File: src/rtl/logic_gate_using_mux_pkg.sv
// Shared constants for the mux-built logic unit.
package logic_gate_using_mux_pkg;

  // Default lane count; every operand and output is this wide.
  localparam int DEFAULT_WIDTH = 1;

endpackage : logic_gate_using_mux_pkg

File: src/rtl/logic_gate_using_mux_if.sv
// Operand/result bundle for the mux-built logic unit. The master drives A/B and
// observes the seven registered results. The slave is the logic unit itself.
interface logic_gate_using_mux_if #(
  parameter int WIDTH = logic_gate_using_mux_pkg::DEFAULT_WIDTH
);

  logic [WIDTH-1:0] A;
  logic [WIDTH-1:0] B;
  logic [WIDTH-1:0] notout;
  logic [WIDTH-1:0] andout;
  logic [WIDTH-1:0] orout;
  logic [WIDTH-1:0] xorout;
  logic [WIDTH-1:0] xnorout;
  logic [WIDTH-1:0] nandout;
  logic [WIDTH-1:0] norout;

  modport master (
    output A, B,
    input  notout, andout, orout, xorout, xnorout, nandout, norout
  );

  modport slave (
    input  A, B,
    output notout, andout, orout, xorout, xnorout, nandout, norout
  );

endinterface : logic_gate_using_mux_if

File: src/rtl/logic_gate_using_mux_mux2.sv
// One-bit 2:1 multiplexer. This is the only primitive the logic unit is built from.
module logic_gate_using_mux_mux2 (
  input  logic s_i,
  input  logic d0_i,
  input  logic d1_i,
  output logic y_o
);

  // Select d1 when s is high, otherwise d0.
  assign y_o = s_i ? d1_i : d0_i;

endmodule : logic_gate_using_mux_mux2

File: src/rtl/logic_gate_using_mux.sv
// Bitwise two-input logic unit. Every function is a 2:1 mux selected by A, with
// B or its mux-built complement on the data legs. All seven results are registered.
module logic_gate_using_mux
  import logic_gate_using_mux_pkg::*;
#(
  parameter int WIDTH = DEFAULT_WIDTH
) (
  input  logic                   clk,
  input  logic                   rst_n,
  logic_gate_using_mux_if.slave  bus
);

  // Complement of B. This is the only mux whose select is not A.
  logic [WIDTH-1:0] nb;

  // Combinational function results (next-state of the output bank).
  logic [WIDTH-1:0] not_d;
  logic [WIDTH-1:0] and_d;
  logic [WIDTH-1:0] or_d;
  logic [WIDTH-1:0] nand_d;
  logic [WIDTH-1:0] nor_d;
  logic [WIDTH-1:0] xor_d;
  logic [WIDTH-1:0] xnor_d;

  // Registered outputs.
  logic [WIDTH-1:0] not_q;
  logic [WIDTH-1:0] and_q;
  logic [WIDTH-1:0] or_q;
  logic [WIDTH-1:0] nand_q;
  logic [WIDTH-1:0] nor_q;
  logic [WIDTH-1:0] xor_q;
  logic [WIDTH-1:0] xnor_q;

  // Eight muxes per lane. Lanes never interact.
  for (genvar gi = 0; gi < WIDTH; gi++) begin : g_lane
    logic_gate_using_mux_mux2 u_nb (
      .s_i(bus.B[gi]), .d0_i(1'b1), .d1_i(1'b0), .y_o(nb[gi])
    );
    logic_gate_using_mux_mux2 u_not (
      .s_i(bus.A[gi]), .d0_i(1'b1), .d1_i(1'b0), .y_o(not_d[gi])
    );
    logic_gate_using_mux_mux2 u_and (
      .s_i(bus.A[gi]), .d0_i(1'b0), .d1_i(bus.B[gi]), .y_o(and_d[gi])
    );
    logic_gate_using_mux_mux2 u_or (
      .s_i(bus.A[gi]), .d0_i(bus.B[gi]), .d1_i(1'b1), .y_o(or_d[gi])
    );
    logic_gate_using_mux_mux2 u_nand (
      .s_i(bus.A[gi]), .d0_i(1'b1), .d1_i(nb[gi]), .y_o(nand_d[gi])
    );
    logic_gate_using_mux_mux2 u_nor (
      .s_i(bus.A[gi]), .d0_i(nb[gi]), .d1_i(1'b0), .y_o(nor_d[gi])
    );
    logic_gate_using_mux_mux2 u_xor (
      .s_i(bus.A[gi]), .d0_i(bus.B[gi]), .d1_i(nb[gi]), .y_o(xor_d[gi])
    );
    logic_gate_using_mux_mux2 u_xnor (
      .s_i(bus.A[gi]), .d0_i(nb[gi]), .d1_i(bus.B[gi]), .y_o(xnor_d[gi])
    );
  end : g_lane

  // Output bank: one-cycle latency. Reset clears every output to zero,
  // including the functions that would naturally be 1 at A=B=0.
  always_ff @(posedge clk or negedge rst_n) begin
    if (!rst_n) begin
      not_q  <= '0;
      and_q  <= '0;
      or_q   <= '0;
      nand_q <= '0;
      nor_q  <= '0;
      xor_q  <= '0;
      xnor_q <= '0;
    end else begin
      not_q  <= not_d;
      and_q  <= and_d;
      or_q   <= or_d;
      nand_q <= nand_d;
      nor_q  <= nor_d;
      xor_q  <= xor_d;
      xnor_q <= xnor_d;
    end
  end

  assign bus.notout  = not_q;
  assign bus.andout  = and_q;
  assign bus.orout   = or_q;
  assign bus.nandout = nand_q;
  assign bus.norout  = nor_q;
  assign bus.xorout  = xor_q;
  assign bus.xnorout = xnor_q;

endmodule : logic_gate_using_mux

File: src/flat_wrapper.sv
// flat-port wrapper written by rule: the top's interface ports become plain ports
module logic_gate_using_mux_flat import logic_gate_using_mux_pkg::*;
#(
  parameter int WIDTH = DEFAULT_WIDTH
)
  (clk, rst_n, bus_A, bus_B, bus_notout, bus_andout, bus_orout, bus_xorout, bus_xnorout, bus_nandout, bus_norout);
  logic_gate_using_mux_if #(.WIDTH(WIDTH)) bus_i ();
  input  logic clk;
  input  logic rst_n;
  input wire logic [$bits(bus_i.A)-1:0] bus_A;
  input wire logic [$bits(bus_i.B)-1:0] bus_B;
  output wire logic [$bits(bus_i.notout)-1:0] bus_notout;
  output wire logic [$bits(bus_i.andout)-1:0] bus_andout;
  output wire logic [$bits(bus_i.orout)-1:0] bus_orout;
  output wire logic [$bits(bus_i.xorout)-1:0] bus_xorout;
  output wire logic [$bits(bus_i.xnorout)-1:0] bus_xnorout;
  output wire logic [$bits(bus_i.nandout)-1:0] bus_nandout;
  output wire logic [$bits(bus_i.norout)-1:0] bus_norout;
  assign bus_i.A = bus_A;
  assign bus_i.B = bus_B;
  assign bus_notout = bus_i.notout;
  assign bus_andout = bus_i.andout;
  assign bus_orout = bus_i.orout;
  assign bus_xorout = bus_i.xorout;
  assign bus_xnorout = bus_i.xnorout;
  assign bus_nandout = bus_i.nandout;
  assign bus_norout = bus_i.norout;
  logic_gate_using_mux #(.WIDTH(WIDTH)) u_core (.clk(clk), .rst_n(rst_n), .bus(bus_i));
endmodule
File: config.mk
export PLATFORM = sky130hd
export DESIGN_NAME = logic_gate_using_mux_flat
export DESIGN_NICKNAME = d
export VERILOG_FILES = /design/src/rtl/logic_gate_using_mux_pkg.sv /design/src/rtl/logic_gate_using_mux_if.sv /design/src/rtl/logic_gate_using_mux_mux2.sv /design/src/rtl/logic_gate_using_mux.sv /design/src/flat_wrapper.sv
export SDC_FILE = /design/constraint.sdc
export NUM_CORES = 1
export LEC_CHECK = 0
export BUFFER_PORTS_ARGS = -buffer_cell sky130_fd_sc_hd__buf_2
export CORE_AREA = 10 10 47 49
export DETAILED_ROUTE_END_ITERATION = 16
export DIE_AREA = 0 0 57 59
export HOLD_SLACK_MARGIN = 0.15
export PLACE_DENSITY_LB_ADDON = 0.15
export SLEW_MARGIN = 20
export SYNTH_ARGS = -nofsm -noshare
export SYNTH_HDL_FRONTEND = slang
export SYNTH_HIERARCHICAL = 1
export SYNTH_SLANG_ARGS = --single-unit
File: constraint.sdc
create_clock -name clk -period 0.8 [get_ports clk]
set_input_delay 0.04 -clock clk [delete_from_list [all_inputs] [get_ports clk]]
set_output_delay 0.04 -clock clk [all_outputs]
set_load 0.05 [all_outputs]
-- Word-level counts from Yosys, hierarchy flattened
Index checks and enable logic that the tools add are counted.
- mux-type cells: 8
- operator list (cell ; count):
    1-bit two-way mux ; 8
- input bits: 4
- output and inout bits: 7
- register bits: 7

-- Depth between registers and ports, before layout
- word-level depth: 2
- mapped depth: 2
- mapped depth without buffers: 2

-- By module
Netlist, hierarchy kept.
- by module, submodules not included (module ; area each (sq um) ; instances ; cells each):
    logic_gate_using_mux ; 182.7 ; 1 ; 9
    logic_gate_using_mux_mux2 ; 15.0 ; 8 ; 1

-- Least setup slack after synthesis
No wires, ideal clock.
- path kind: input port to flip-flop
- from: input port bus_B
- to: register u_core.nor_q, in the netlist u_core/bus.norout
- stages: 2
- library setup time: 0.125 ns
- slack: 0.088 ns
- arrival time: 0.586 ns
- cells stage by stage: mux2_4 mux2_4
- word-level cells in the longest chain between the ends: 2
- ends and longest elaborated chain (what ; line ; text):
    start: declaration ; flat_wrapper.sv:11 ; input wire logic [$bits(bus_i.B)-1:0] bus_B;
    1-bit two-way mux (2 in series) ; logic_gate_using_mux_mux2.sv:10 ; assign y_o = s_i ? d1_i : d0_i;
    net u_core.nor_d ; logic_gate_using_mux.sv:21 ; logic [WIDTH-1:0] nor_d;
    end signal: assignment ; logic_gate_using_mux.sv:78 ; nor_q <= nor_d;
    end: declaration ; logic_gate_using_mux.sv:30 ; logic [WIDTH-1:0] nor_q;
The timed path passes the listed nets, and every way through them passes these cells.

-- Worst setup path after layout
- from: register u_core.nand_q, in the netlist u_core/bus.nandout
- to: output port bus_nandout
- RTL lines (what ; line ; text):
    start: declaration ; logic_gate_using_mux.sv:29 ; logic [WIDTH-1:0] nand_q;
    start signal: assignment ; logic_gate_using_mux.sv:77 ; nand_q <= nand_d;
    end: declaration ; flat_wrapper.sv:17 ; output wire logic [$bits(bus_i.nandout)-1:0] bus_nandout;
No word-level cell between the ends.

==> impl_metrics.csv <==
group,metric,value,unit
run_status,status,"finished, violations left",
cells_and_area,drive_above_1_share,0.564,
cells_and_area,seq_area,175,sq um
logic_synthesis,ys_warn_count,6,
job,cap_violations,0,
grt,grt_pass1_wl,738,um
min_path,hp-class,"input pin to asynchronous set/reset pin",
sta,fin_ws,-0.00326,ns
cells_and_area,nets,44,
cells_and_area,multi_input_area,150,sq um
setup_path,startpoint_type,"register",
sta,period_share,1.00,
pwr,power_density,2010,nW/um^2
placement,portBuffers,10,
die,initial_core_util,0.216,
setup_path,worstSetupStartpoint,"u_core/bus.nandout",
route,routed_wl,478,um
route,ant_nets,0,
sta,drv_slew,0,
route,drc,0,
run_status,failed_checks,"negative setup slack",
setup_path,end_kind,"output port",
cells_and_area,fillers,156,
cts,cts_max_level,1,
cells_and_area,stdcell_count,55,
grt,grt_usage,0.0335,
logic_synthesis,synth-seq-cells,7,
logic_synthesis,synth_area_per_cell,17.8,sq um
grt,use_met1,0.0254,
die,dieArea,3360,sq um
cells_and_area,antennaDiodeCount,0,
setup_path,cp_top_family,"flip-flops",
placement,placedInstanceArea,403,sq um
grt,met3_usage,0.0279,
die,die_height,59,um
placement,placed_cells,50,
route,dr.pass1.iters,1,
sta,hold_violations,0,
cts,clockRootBuffer,"clkbuf_4",
logic_synthesis,synth_cell_types,3,
placement,gp_congestion,0.582,
grt,overflow,0,
pwr,vdd_ir_drop_max,470,uV
sta,setup_viol,2,
grt,grt_pass1_vias,173,
setup_path,path_class,"register to output port",
die,die_w,57,um
cells_and_area,fin_area,483,sq um
grt,busiest_layer,"met4",
cts,clk_pin_slew,0.05,ns
setup_path,cp_max_fo,1,
pwr,p_leak,0.251,nW
setup_path,crit_chain,"buf_6",
setup_path,worstPathArrival,0.76,ns
cells_and_area,fin_util,0.345,
cts,clk_path_buf_depth,2,
route,drtIter0Drc,0,
route,via_count,184,
grt,grt_max_degree,8,
sta,rsz0062_at_grt,"true",
die,boundaryPins,11,
route,via_per_inst,3.35,
grt,antenna_found_initial,0,
cts,cts.sinks,7,
sta,post-route-min-period,0.803,ns
setup_path,crit_buf_inv,1,
cts,cts_tree,"yes",
logic_synthesis,syn_inst,17,
logic_synthesis,yosysSeqAreaShare,0.579,
logic_synthesis,synth.cell_area,303,sq um
die,fp-row-count,14,
placement,place_ws,-0.0459,ns
route,wire_per_inst,8.69,um
setup_path,cp_slowest_stage_delay,0.37,ns
grt,met2_usage,0.0295,
cts,cts_buffers,3,
sta,fmax,1240,MHz
setup_path,crit_required,0.76,ns
cells_and_area,syn2layout_area_growth,59.5,%
setup_path,cp_slowest_cell,"dfrtp_1",
die,core_area,1400,sq um
flip-flops by register name, summed over array words and instances (netlist names):
signal / flops
u_core/bus.xorout: 1
u_core/bus.andout: 1
u_core/bus.orout: 1
u_core/bus.nandout: 1
u_core/bus.norout: 1
u_core/bus.notout: 1
u_core/bus.xnorout: 1
final cells by class:
type	instances	area share
Sequential cell	7	0.363
Multi-Input combinational cell	16	0.311
Timing Repair Buffer	12	0.231
Clock buffer	4	0.0544
Tap cell	16	0.0415
repair_timing:
item,in CTS,in global routing
endpoints found under the hold margin,7,0
gates resized for setup,14,0
hold buffers,1,0
endpoints found under the setup margin,7,7
gates cloned,0,0
buffers inserted,0,0
pin swaps,0,0
cell usage in the layout, fill, tap and decap left out:
cell type / count
clkbuf_4: 3
mux2_4: 8
buf_4: 1
buf_6: 7
conb_1: 8
dfrtp_1: 7
clkbuf_1: 1
buf_2: 3
dlygate4sd3_1: 1
per-layer routing:
layer | vias up | part of all wire | wire (um)
met2 | 10 | 0.48 | 229
met4 | 0 | 0 | 0
li1 | 92 | - | -
met5 | - | 0 | 0
met3 | 0 | 0.18 | 84
met1 | 82 | 0.34 | 164
logic make-up (layout without fill, tap and decap cells):
family | after synthesis | in the layout | share of synthesized area
DFF | 7 | 7 | 0.579
other | 2 | 8 | 0.0248
muxes | 8 | 8 | 0.397
buffers and inverters | 0 | 16 | 0
power by group:
| group | internal (mW) | leakage, nW | switching (mW) | total (mW) |
|---|---|---|---|---|
| Clock | 0.189 | 0.0150 | 0.109 | 0.298 |
| Sequential | 0.385 | 0.0816 | 0.0129 | 0.398 |
| Combinational | 0.119 | 0.155 | 0.155 | 0.274 |
synthesized netlist by cell type (all sizes together):
library cell,number,share of area
conb,2,0.025
dfrtp,7,0.58
mux2,8,0.40
stage by stage:
| step | hold WS [ns] | total power [mW] | TNS, ns |
|---|---|---|---|
| floorplan | -0.256 | 0.568 | 0 |
| global placement | -0.128 | 0.630 | -0.131 |
| detailed placement | -0.126 | 0.633 | -0.156 |
| CTS | 0.141 | 0.994 | -0.102 |
| global route | 0.167 | 1.03 | -0.207 |
| finish | 0.153 | 0.970 | -0.00346 |
worst paths after layout:
path,endpoint,slack (ns),depth (start not counted)
setup / recovery,bus_nandout,-0.003,1
hold / removal,u_core/bus.orout,0.15,2
max in group asynchronous,u_core/bus.norout,0.50,2
min in group clk,u_core/bus.xnorout,0.18,3
No activity file was read; power rests on OpenSTA's default activity.
